--- config.mk ---
export PLATFORM = sky130hd
export DESIGN_NAME = onchip_mem_port_arbiter
export DESIGN_NICKNAME = d
export VERILOG_FILES = /design/src/rtl/onchip_mem_port_arbiter.sv
export SDC_FILE = /design/constraint.sdc
export NUM_CORES = 1
export LEC_CHECK = 0
export CAP_MARGIN = 20
export CORE_AREA = 2 2 173 175
export CTS_CLUSTER_SIZE = 16
export DETAILED_ROUTE_END_ITERATION = 10
export DIE_AREA = 0 0 175 177
export GPL_TIMING_DRIVEN = 0
export PLACE_DENSITY = 0.48
export SLEW_MARGIN = 20
export SYNTH_ARGS = -nofsm -noshare
export SYNTH_HDL_FRONTEND = slang
export SYNTH_SLANG_ARGS = --single-unit
--- constraint.sdc ---
create_clock -name clk -period 1.65 [get_ports clk]
set_input_delay 0.2475 -clock clk [delete_from_list [all_inputs] [get_ports clk]]
set_output_delay 0.2475 -clock clk [all_outputs]
set_load 0.01 [all_outputs]
--- src/rtl/onchip_mem_port_arbiter.sv ---
// Round-robin arbiter sharing RAM port s1 between two Avalon-MM requesters.
// After reset the RAM is optionally zero-filled before any requester is granted.
module onchip_mem_port_arbiter #(
    parameter int ADDR_W     = 7,
    parameter int DATA_W     = 64,
    parameter int DEPTH      = 128,
    parameter int INIT_CLEAR = 1
) (
    input  logic                  clk,
    input  logic                  reset_n,

    input  logic [ADDR_W-1:0]     req0_address,
    input  logic [DATA_W/8-1:0]   req0_byteenable,
    input  logic                  req0_read,
    input  logic                  req0_write,
    input  logic [DATA_W-1:0]     req0_writedata,
    output logic                  req0_waitrequest,
    output logic [DATA_W-1:0]     req0_readdata,
    output logic                  req0_readdatavalid,

    input  logic [ADDR_W-1:0]     req1_address,
    input  logic [DATA_W/8-1:0]   req1_byteenable,
    input  logic                  req1_read,
    input  logic                  req1_write,
    input  logic [DATA_W-1:0]     req1_writedata,
    output logic                  req1_waitrequest,
    output logic [DATA_W-1:0]     req1_readdata,
    output logic                  req1_readdatavalid,

    output logic [ADDR_W-1:0]     mem_address,
    output logic [DATA_W/8-1:0]   mem_byteenable,
    output logic                  mem_chipselect,
    output logic                  mem_write,
    output logic [DATA_W-1:0]     mem_writedata,
    output logic                  mem_clken,
    input  logic [DATA_W-1:0]     mem_readdata,
    output logic                  init_done
);

    localparam int                BE_W = DATA_W / 8;
    localparam logic [ADDR_W-1:0] LAST = ADDR_W'(DEPTH - 1);

    typedef enum logic {S_INIT, S_ARB} state_t;

    state_t            r_state, w_state_nxt;
    logic [ADDR_W-1:0] r_cnt, w_cnt_nxt;
    logic              r_init_done, w_init_done_nxt;
    logic              r_rr, w_rr_nxt;
    logic              r_vld_p1, r_id_p1;
    logic              w_vld_p0, w_id_p0;
    logic              w_act0, w_act1, w_gnt0, w_gnt1;

    assign w_act0 = req0_read | req0_write;
    assign w_act1 = req1_read | req1_write;
    // r_rr == 0 favours req0 when both are active.
    assign w_gnt0 = w_act0 & (~w_act1 | ~r_rr);
    assign w_gnt1 = w_act1 & ~w_gnt0;

    always_comb begin
        w_state_nxt      = r_state;
        w_cnt_nxt        = r_cnt;
        w_init_done_nxt  = r_init_done;
        w_rr_nxt         = r_rr;
        w_vld_p0         = 1'b0;
        w_id_p0          = 1'b0;
        req0_waitrequest = 1'b1;
        req1_waitrequest = 1'b1;
        mem_address      = '0;
        mem_byteenable   = '0;
        mem_chipselect   = 1'b0;
        mem_write        = 1'b0;
        mem_writedata    = '0;

        // Outputs stay in their idle values while reset is held.
        if (reset_n) begin
            case (r_state)
                S_INIT: begin
                    mem_chipselect = 1'b1;
                    mem_write      = 1'b1;
                    mem_address    = r_cnt;
                    mem_byteenable = '1;
                    if (r_cnt == LAST) begin
                        w_state_nxt     = S_ARB;
                        w_init_done_nxt = 1'b1;
                    end else begin
                        w_cnt_nxt = r_cnt + 1'b1;
                    end
                end
                S_ARB: begin
                    if (w_gnt0) begin
                        req0_waitrequest = 1'b0;
                        mem_chipselect   = 1'b1;
                        mem_write        = req0_write;
                        mem_address      = req0_address;
                        mem_byteenable   = req0_byteenable;
                        mem_writedata    = req0_writedata;
                        w_rr_nxt         = 1'b1;
                        w_vld_p0         = ~req0_write;
                        w_id_p0          = 1'b0;
                    end else if (w_gnt1) begin
                        req1_waitrequest = 1'b0;
                        mem_chipselect   = 1'b1;
                        mem_write        = req1_write;
                        mem_address      = req1_address;
                        mem_byteenable   = req1_byteenable;
                        mem_writedata    = req1_writedata;
                        w_rr_nxt         = 1'b0;
                        w_vld_p0         = ~req1_write;
                        w_id_p0          = 1'b1;
                    end
                end
            endcase
        end
    end

    always_ff @(posedge clk or negedge reset_n) begin
        if (!reset_n) begin
            r_state     <= (INIT_CLEAR != 0) ? S_INIT : S_ARB;
            r_cnt       <= '0;
            r_init_done <= (INIT_CLEAR == 0);
            r_rr        <= 1'b0;
            r_vld_p1    <= 1'b0;
            r_id_p1     <= 1'b0;
        end else begin
            r_state     <= w_state_nxt;
            r_cnt       <= w_cnt_nxt;
            r_init_done <= w_init_done_nxt;
            r_rr        <= w_rr_nxt;
            r_vld_p1    <= w_vld_p0;
            r_id_p1     <= w_id_p0;
        end
    end

    // Read return: RAM data arrives one cycle after the grant.
    assign req0_readdata      = mem_readdata;
    assign req1_readdata      = mem_readdata;
    assign req0_readdatavalid = r_vld_p1 & ~r_id_p1;
    assign req1_readdatavalid = r_vld_p1 &  r_id_p1;
    assign mem_clken          = 1'b1;
    assign init_done          = r_init_done;

    logic [BE_W-1:0] w_be_unused;
    assign w_be_unused = '0;

endmodule

Word level (Yosys, flattened, before mapping)
Index checks and enable logic that the tools add are counted.
- ROM bits: 0
- memories: 0
- flip-flop bits (word level): 12
- output and inout port bits: 215
- bits in latches: 0
- word-level logic and storage cells: 65
- bits of input ports: 228
- bits in writable memories: 0
- $add $sub $neg: 1
- shift-type cells: 0
- magnitude comparators: 0
- muxes and demuxes: 38
- bitwise gates (word level): 15
- multipliers: 0
- div/mod/pow operators: 0
- equality and inequality tests: 1
- reductions and logical operators: 4
- operators with widths (kind ; count):
    2-to-1 mux 64 bit ; 4
    2-to-1 mux 1 bit ; 24
    2-to-1 mux 8 bit ; 3
    2-to-1 mux 7 bit ; 3
    one-hot mux 8 bit (2 select lines) ; 1
    one-hot mux 7 bit (2 select lines) ; 1
    AND reduction 3 bit ; 3
    NOT 1 bit ; 8
    adder 7 x 1 -> 7 bit, second input constant ; 1
    == test 7 bit, second input constant ; 1
    bitwise AND 1 bit ; 4
    one-hot mux 1 bit (2 select lines) ; 2
    bitwise OR 1 bit ; 3
    nonzero test 2 bit ; 1

Logic depth before layout (Yosys ltp)
- depth in word-level cells: 10
- gate-level depth with buffers: 6
- depth with buffers taken out: 5

Least setup slack after synthesis
OpenSTA, ideal clock, no wires.
- path kind: input port to output port
- start: in req1_read
- end: out mem_address[0]
- required time: 1.402 ns
- arrival time: 1.261 ns
- stages on the path: 5
- path buffers: 1
- setup slack: 0.141 ns
- cells stage by stage: or2_4 > a21oi_4 > buf_6 > nand2_1 > a31oi_1
- cells in the longest elaborated chain, start to end: 10
- ends and longest elaborated chain (item ; line ; text):
    start: declaration ; 23 ; input logic req1_read,
    bitwise OR 1 bit (*) ; 54 ; assign w_act1 = req1_read | req1_write;
    NOT 1 bit ; 56 ; assign w_gnt0 = w_act0 & (~w_act1 | ~r_rr);
    bitwise OR 1 bit ; 56 ;
    bitwise AND 1 bit ; 56 ;
    NOT 1 bit ; 57 ; assign w_gnt1 = w_act1 & ~w_gnt0;
    bitwise AND 1 bit ; 57 ;
    2-to-1 mux 7 bit ; 100 ; end else if (w_gnt1) begin
    2-to-1 mux 7 bit (*) ; 90 ; if (w_gnt0) begin
    one-hot mux 7 bit (2 select lines) (*) ; 76 ; case (r_state)
    2-to-1 mux 7 bit (*) ; 75 ; if (reset_n) begin
    end: declaration ; 30 ; output logic [ADDR_W-1:0] mem_address,
Mark *: on every way between the ends. The rest lies on a longest branch, timed or not.

Final worst setup path
- start: reg r_rr
- end: out mem_writedata[24]
- cells in the longest elaborated chain, start to end: 9
- ends and longest elaborated chain (item ; line ; text):
    start: declaration ; 48 ; logic r_rr, w_rr_nxt;
    start signal: assignment ; 128 ; r_rr <= w_rr_nxt;
    NOT 1 bit (*) ; 56 ;
    bitwise OR 1 bit (*) ; 56 ;
    bitwise AND 1 bit (*) ; 56 ;
    NOT 1 bit ; 57 ;
    bitwise AND 1 bit ; 57 ;
    2-to-1 mux 64 bit ; 100 ;
    2-to-1 mux 64 bit (*) ; 90 ;
    2-to-1 mux 64 bit (*) ; 76 ;
    2-to-1 mux 64 bit (*) ; 75 ;
    end: declaration ; 34 ; output logic [DATA_W-1:0] mem_writedata,
Marked as above.

==> impl_metrics.py <==
metrics = {
    "run_status": {
        "status": "complete, but fails checks",
        "violations": "setup timing",
    },
    "flow_run": {
        "maxCapViolCount": 0,
    },
    "cts": {
        "cts_made_buffers": 3,
        "cts-root-buf": "clkbuf_16",
        "clock-sinks": 12,
        "clkTransAtPathRegs_ns": 0.04,
        "clkLatencyLatePin_ns": 0.24,
        "clk_path_buf_depth": 2,
        "cts.htree.levels": 1,
        "cts_tree": "yes",
    },
    "logic_synthesis": {
        "yosys-top-cells-area": "buf_4 37%, a22oi_1 18%, dfrtp_1 11%",
        "yosysWarningCount": 0,
        "synth_edf_count": 0,
        "synth_top_area_share_pct": 36.5,
        "seq_area_frac_synth_pct": 11.1,
        "synthCells": 396,
        "netlist_top_cells_count": "132 x buf_4, 66 x nor2_1, 64 x a22oi_1",
        "synth.avg_cell_area_um2": 6.85,
        "netlist_area_um2": 2710,
        "synth_seq_cells": 12,
        "synthDistinctLibCells": 34,
        "synth-main-ff-cell": "dfrtp_1",
        "syn-num-nets": 625,
        "yosysMostFrequentCell": "buf_4",
        "synth.largest_area_cell": "buf_4",
        "async_flop_share_pct": 100,
    },
    "finish": {
        "area_delta_synth_final_pct": 178,
        "instances_no_fill": 1187,
        "multi_input_area_um2": 1620,
        "fin_util_pct": 25.8,
        "fillCellCount": 3193,
        "drive_gt1_share_pct": 44.8,
        "nets": 1027,
        "insertedDiodeCount": 0,
        "seq_area_um2": 302,
    },
    "floorplan": {
        "initial_utilization_pct": 9.28,
        "die_x_um": 175,
        "fp-row-count": 63,
        "core_um2": 29200,
        "die_h_um": 177,
        "num_io_pins": 443,
        "die-area_um2": 31000,
    },
    "timing": {
        "max_freq_mhz": 524,
        "setup-violations-final": 81,
        "fin_crit_ns": 1.91,
        "tightest_slew_ns": 0.601,
        "tns_ns": -12.44,
        "rsz0062_at_grt": "yes",
        "worst_slack_ns": -0.258,
        "post-route-period-util_pct": 116,
        "maxSlewHeadroom_pct": 59.8,
        "finalHoldViolCount": 0,
        "finalClockSkew_ns": 0.00218,
        "drv_slew": 0,
    },
    "worst_hold_path": {
        "hold_path.startpoint": "reset_n",
        "whs_endpoint": "r_vld_p1",
        "hold_class": "in2reg",
        "holdPathStages": 3,
    },
    "grt": {
        "grt_max_degree": 13,
        "grt_pass1_vias": 4282,
        "grt_pass1_wl_mm": 25.9,
        "antenna_found_initial": 0,
        "grt-ovfl-total": 0,
        "track_usage_pct": 11.0,
    },
    "route": {
        "detail-route-antenna-nets": 0,
        "viasPerCell": 3.49,
        "first_iter_violations": 88,
        "drt_pre_antenna_iters": 4,
        "wl_mm": 18.8,
        "avgRoutedWirePerCell_um": 15.8,
        "remaining_drc_errors": 0,
        "vias": 4137,
    },
    "critical_path": {
        "reg2reg_setup_slack_ns": 0.11,
        "r2r-start": "r_cnt[0]",
        "critPathLaunch": "r_rr",
        "cp_max_fo": 10,
        "timing.rr.end": "r_cnt[1]",
        "critical_path_class": "reg2out",
        "start_kind": "flip-flop",
        "ff2ff_path_depth": 4,
        "critPathArrivalTime_ns": 1.66,
        "cp_data_required_time_ns": 1.40,
        "cp-end-kind": "output pin",
    },
    "place": {
        "port_buffers": 377,
        "place_congestion": 0.754,
        "place_hpwl_mm": 15.7,
        "dp.cells": 1163,
        "dp_slack_ns": -1.92,
    },
    "pwr": {
        "power_mw": 2.88,
        "peakVddDrop_mv": 0.277,
        "leakagePower_nw": 3.26,
        "powerDensity_nw_per_um2": 382,
    },
}
[worst max-delay path by stage]
stage / to / slack, ns / cells after the start
final: mem_writedata[24] / -0.26 / 6
after global routing: mem_byteenable[4] / -0.33 / 7
after CTS: mem_writedata[49] / -0.33 / 8
after detailed placement: mem_writedata[55] / -1.92 / 6
after global placement: mem_writedata[59] / -1.93 / 6
after floorplan: mem_address[0] / 0.14 / 5
[layout by cell type (no fill, tap or decap), types with 6 or more instances in the layout]
master and instances:
clkdlybuf4s50_1 289, buf_4 136, buf_2 83, nor2_1 60
a22oi_2 55, nand2_1 22, a31oi_1 15, buf_12 14
nand2_2 12, dfrtp_1 11, a22oi_1 9, buf_6 8
o21ai_0 8, buf_8 7, nor2_2 6
[critical path, stage by stage (launching register included)]
cell,delay (ns)
dfrtp_2,0.43
o21a_1,0.21
buf_12,0.17
buf_12,0.16
a22oi_2,0.16
nor2_1,0.07
clkdlybuf4s15_2,0.22
[area by class of cell]
cell class | count | share of cell area (%)
Buffer | 154 | 17.4
Clock buffer | 4 | 1.18
Inverter | 3 | 0.216
Multi-Input combinational cell | 224 | 21.5
Sequential cell | 12 | 4.00
Tap cell | 390 | 6.48
Timing Repair Buffer | 400 | 49.2
[stage by stage]
stage	area [um2]	hold WS (ns)
finish	7530	0.408
global route	7530	0.421
CTS	7380	0.396
detailed placement	6980	0.478
global placement	6980	0.445
floorplan	2710	-0.0481
[flip-flops by register name, summed over array words and instances, names as in the netlist]
signal / flops
init_done: 1
r_cnt: 7
r_vld_p1: 1
r_id_p1: 1
r_rr: 1
r_state: 1
[per-layer routing]
layer	up-vias	part of all wire [%]	track usage, %
li1	2032	-	-
met1	1872	36	12.3
met2	224	55	21.7
met3	9	7.9	2.62
met4	0	0.87	1.32
met5	-	0	0
[repair_timing]
item                                   in CTS  in global routing
pin swaps                                  33                 40
hold buffers                                1                  0
resized for setup                         457                 56
setup endpoints to repair                  94                 82
endpoints found under the hold margin      12                  0
setup buffers                              16                  4
gates cloned                                4                  0
[cells by family (layout without fill, tap and decap cells)]
kind of cell | after synthesis | count (layout) | share of synthesized area (%)
DFF | 12 | 12 | 11.1
other | 1 | 1 | 0.138
AOI/OAI and AO/OA | 98 | 98 | 25.7
xor gates and xnor gates | 3 | 3 | 0.968
adders and majority gates | 1 | 1 | 0.461
muxes | 3 | 3 | 1.24
and+or+nand+nor | 118 | 118 | 17.8
buffers and inverters | 160 | 561 | 42.7
[power breakdown]
| part | leakage, nW | switching, mW | total, mW | internal [mW] |
|---|---|---|---|---|
| combinational | 3.06 | 0.685 | 1.92 | 1.23 |
| sequential | 0.154 | 0.0907 | 0.469 | 0.378 |
| clock | 0.0442 | 0.130 | 0.496 | 0.366 |
| total | 3.26 | 0.905 | 2.88 | 1.98 |
(Power assumes the default switching activity.)
==> variant, RTL diff (same flow settings) <==
Set the parameter `ADDR_W` to 6 (it was 7).
--- a/src/rtl/onchip_mem_port_arbiter.sv
+++ b/src/rtl/onchip_mem_port_arbiter.sv
@@ -3,3 +3,3 @@
 module onchip_mem_port_arbiter #(
-    parameter int ADDR_W     = 7,
+    parameter int ADDR_W     = 6,
     parameter int DATA_W     = 64,
Interface: changed (resized mem_address, req0_address and req1_address); port bits go from 443 to 440. The function was not compared with the original's and may differ.
==> variant against the unedited design <==
- the flow still finishes with violations (negative setup slack)
- wire length rose by 4.1%
- sequential share of layout area fell by 0.34 points
- setup slack got worse by 0.039 ns
- hold slack improved by 0.015 ns
- power rose by 42%
- final area rose by 0.71%
- synthesized area fell by 4.0%
- sequential cell count fell by 1
- largest power group unchanged
==> variant: results (changes against the unedited design) <==
Filler instances - 3227 (was 3193)
Crit path DAT - 1.70 ns (was 1.66 ns)
Status - finished with violations (unchanged)
Leak Pwr - 3.265 nW (was 3.255 nW)
Final WS setup - -0.2975 ns (was -0.2581 ns)
Layout Cells excl Fill - 1190 (was 1187)
FF-to-FF setup slack - 0.19 ns (was 0.11 ns)
Antenna violations before repair - 2 (was 0)
Layout Nets - 1026 (was 1027)
Vias in the first global route - 4221 (was 4282)
Sw Share - 37.05% (was 31.42%)
Setup Skew - 0.001213 ns (was 0.002182 ns)
CP Max Fanout - 6 (was 10)
Final HPWL DP - 15830 microns (was 15740 microns)
VDD IR-drop max - 0.0002161 V (was 0.0002768 V)
Failing checks - negative setup slack (unchanged)
Dominant cells by area after synthesis - buf_4 37%, a22oi_1 18%, dfrtp_1 11% (unchanged)
Pre-CTS setup slack - -1.887 ns (was -1.917 ns)
Routability cong. - 0.7411 (was 0.7539)
Final setup viols - 80 (was 81)
Total global-route track usage - 11.30% (was 11.05%)
List of most frequent post-synthesis cells - 130 x buf_4, 66 x nor2_1, 64 x a22oi_1 (was 132 x buf_4, 66 x nor2_1, 64 x a22oi_1)
Post-Route WL - 19570 microns (was 18790 microns)
Relative slew margins - 63.46% (was 59.79%)
DR vias/cell - 3.502 (was 3.485)
Cell variety after synth - 32 (was 34)
Synth Area per Inst - 6.714 sq um (was 6.853 sq um)
[variant: changes by cell type after synthesis, moves of 2 or more]
cell and delta:
a21o_1 -2, a21oi_1 +3, mux2_2 -2, buf_4 -2
nand2_1 -5, nor3_1 -2, buf_2 +3, buf_6 -5
clkbuf_1 +5
[variant: how the worst min path moves through the flow]
| stage | startpoint | to | cells after the start |
|---|---|---|---|
| final | req0_write | r_vld_p1$_DFF_PN0_ | 4 |
| after global routing | reset_n | init_done$_DFFE_PN0P_ | 3 |
| after CTS | reset_n | init_done$_DFFE_PN0P_ | 3 |
| after detailed placement | init_done$_DFFE_PN0P_ | init_done$_DFFE_PN0P_ | 1 |
| after global placement | init_done$_DFFE_PN0P_ | init_done$_DFFE_PN0P_ | 1 |
| after floorplan | reset_n | init_done$_DFFE_PN0P_ | 0 |
[variant: stage by stage]
step | power (W) | instance area [sq um]
floorplan | 0.001531 | 2605
global placement | 0.002876 | 6837
detailed placement | 0.002881 | 6837
CTS | 0.003973 | 7397
global route | 0.004350 | 7582
finish | 0.004087 | 7585
[variant: timing repair]
item                                    in CTS  in global routing
hold endpoints to repair                    11                  0
resized for setup                          461                 65
cloned                                       6                  4
buffers inserted                            19                 10
endpoints found under the setup margin      90                 82
hold buffers                                 1                  0
pin swaps                                   22                 32
[variant: area by class of cell]
class                   count  share of cell area [%]
diodes                      2                 0.06598
inverters                   3                  0.1980
plain buffers             152                   16.78
multi-input cells         216                   20.98
flip-flops and latches     11                   3.662
clock buffers               4                   1.039
well taps                 390                   6.434
repair buffers            412                   50.84
[variant: power by group through the flow]
| stage | combinational (W) | clock [W] | sequential (W) |
|---|---|---|---|
| after detailed placement | 0.00243 | 0 | 0.000446 |
| after CTS | 0.00306 | 0.000463 | 0.000449 |
| after global placement | 0.00243 | 0 | 0.000445 |
| final | 0.00318 | 0.000455 | 0.000451 |
| after floorplan | 0.00111 | 0 | 0.000420 |
| after global routing | 0.00341 | 0.000470 | 0.000465 |
[variant: layer usage]
| layer | vias up | part of all wire [%] |
|---|---|---|
| li1 | 2031 | - |
| met1 | 1893 | 41 |
| met2 | 230 | 51 |
| met3 | 13 | 7.6 |
| met4 | 0 | 1.2 |
| met5 | - | 0 |
[variant: kinds of logic after synthesis]
group | count (synthesis) | synth area share, %
other cells | 1 | 0.1440
fa+ha+maj | 1 | 0.4802
buf+inv | 161 | 43.04
flops | 11 | 10.57
simple gates | 111 | 17.34
mux | 1 | 0.4322
compound gates | 99 | 26.99
xor+xnor | 3 | 1.009
[variant: worst register-to-register path: stages (launching register included)]
cell and delay [ns]:
dfrtp_2 0.46, nand2b_1 0.23, a41oi_2 0.28, mux2_2 0.36
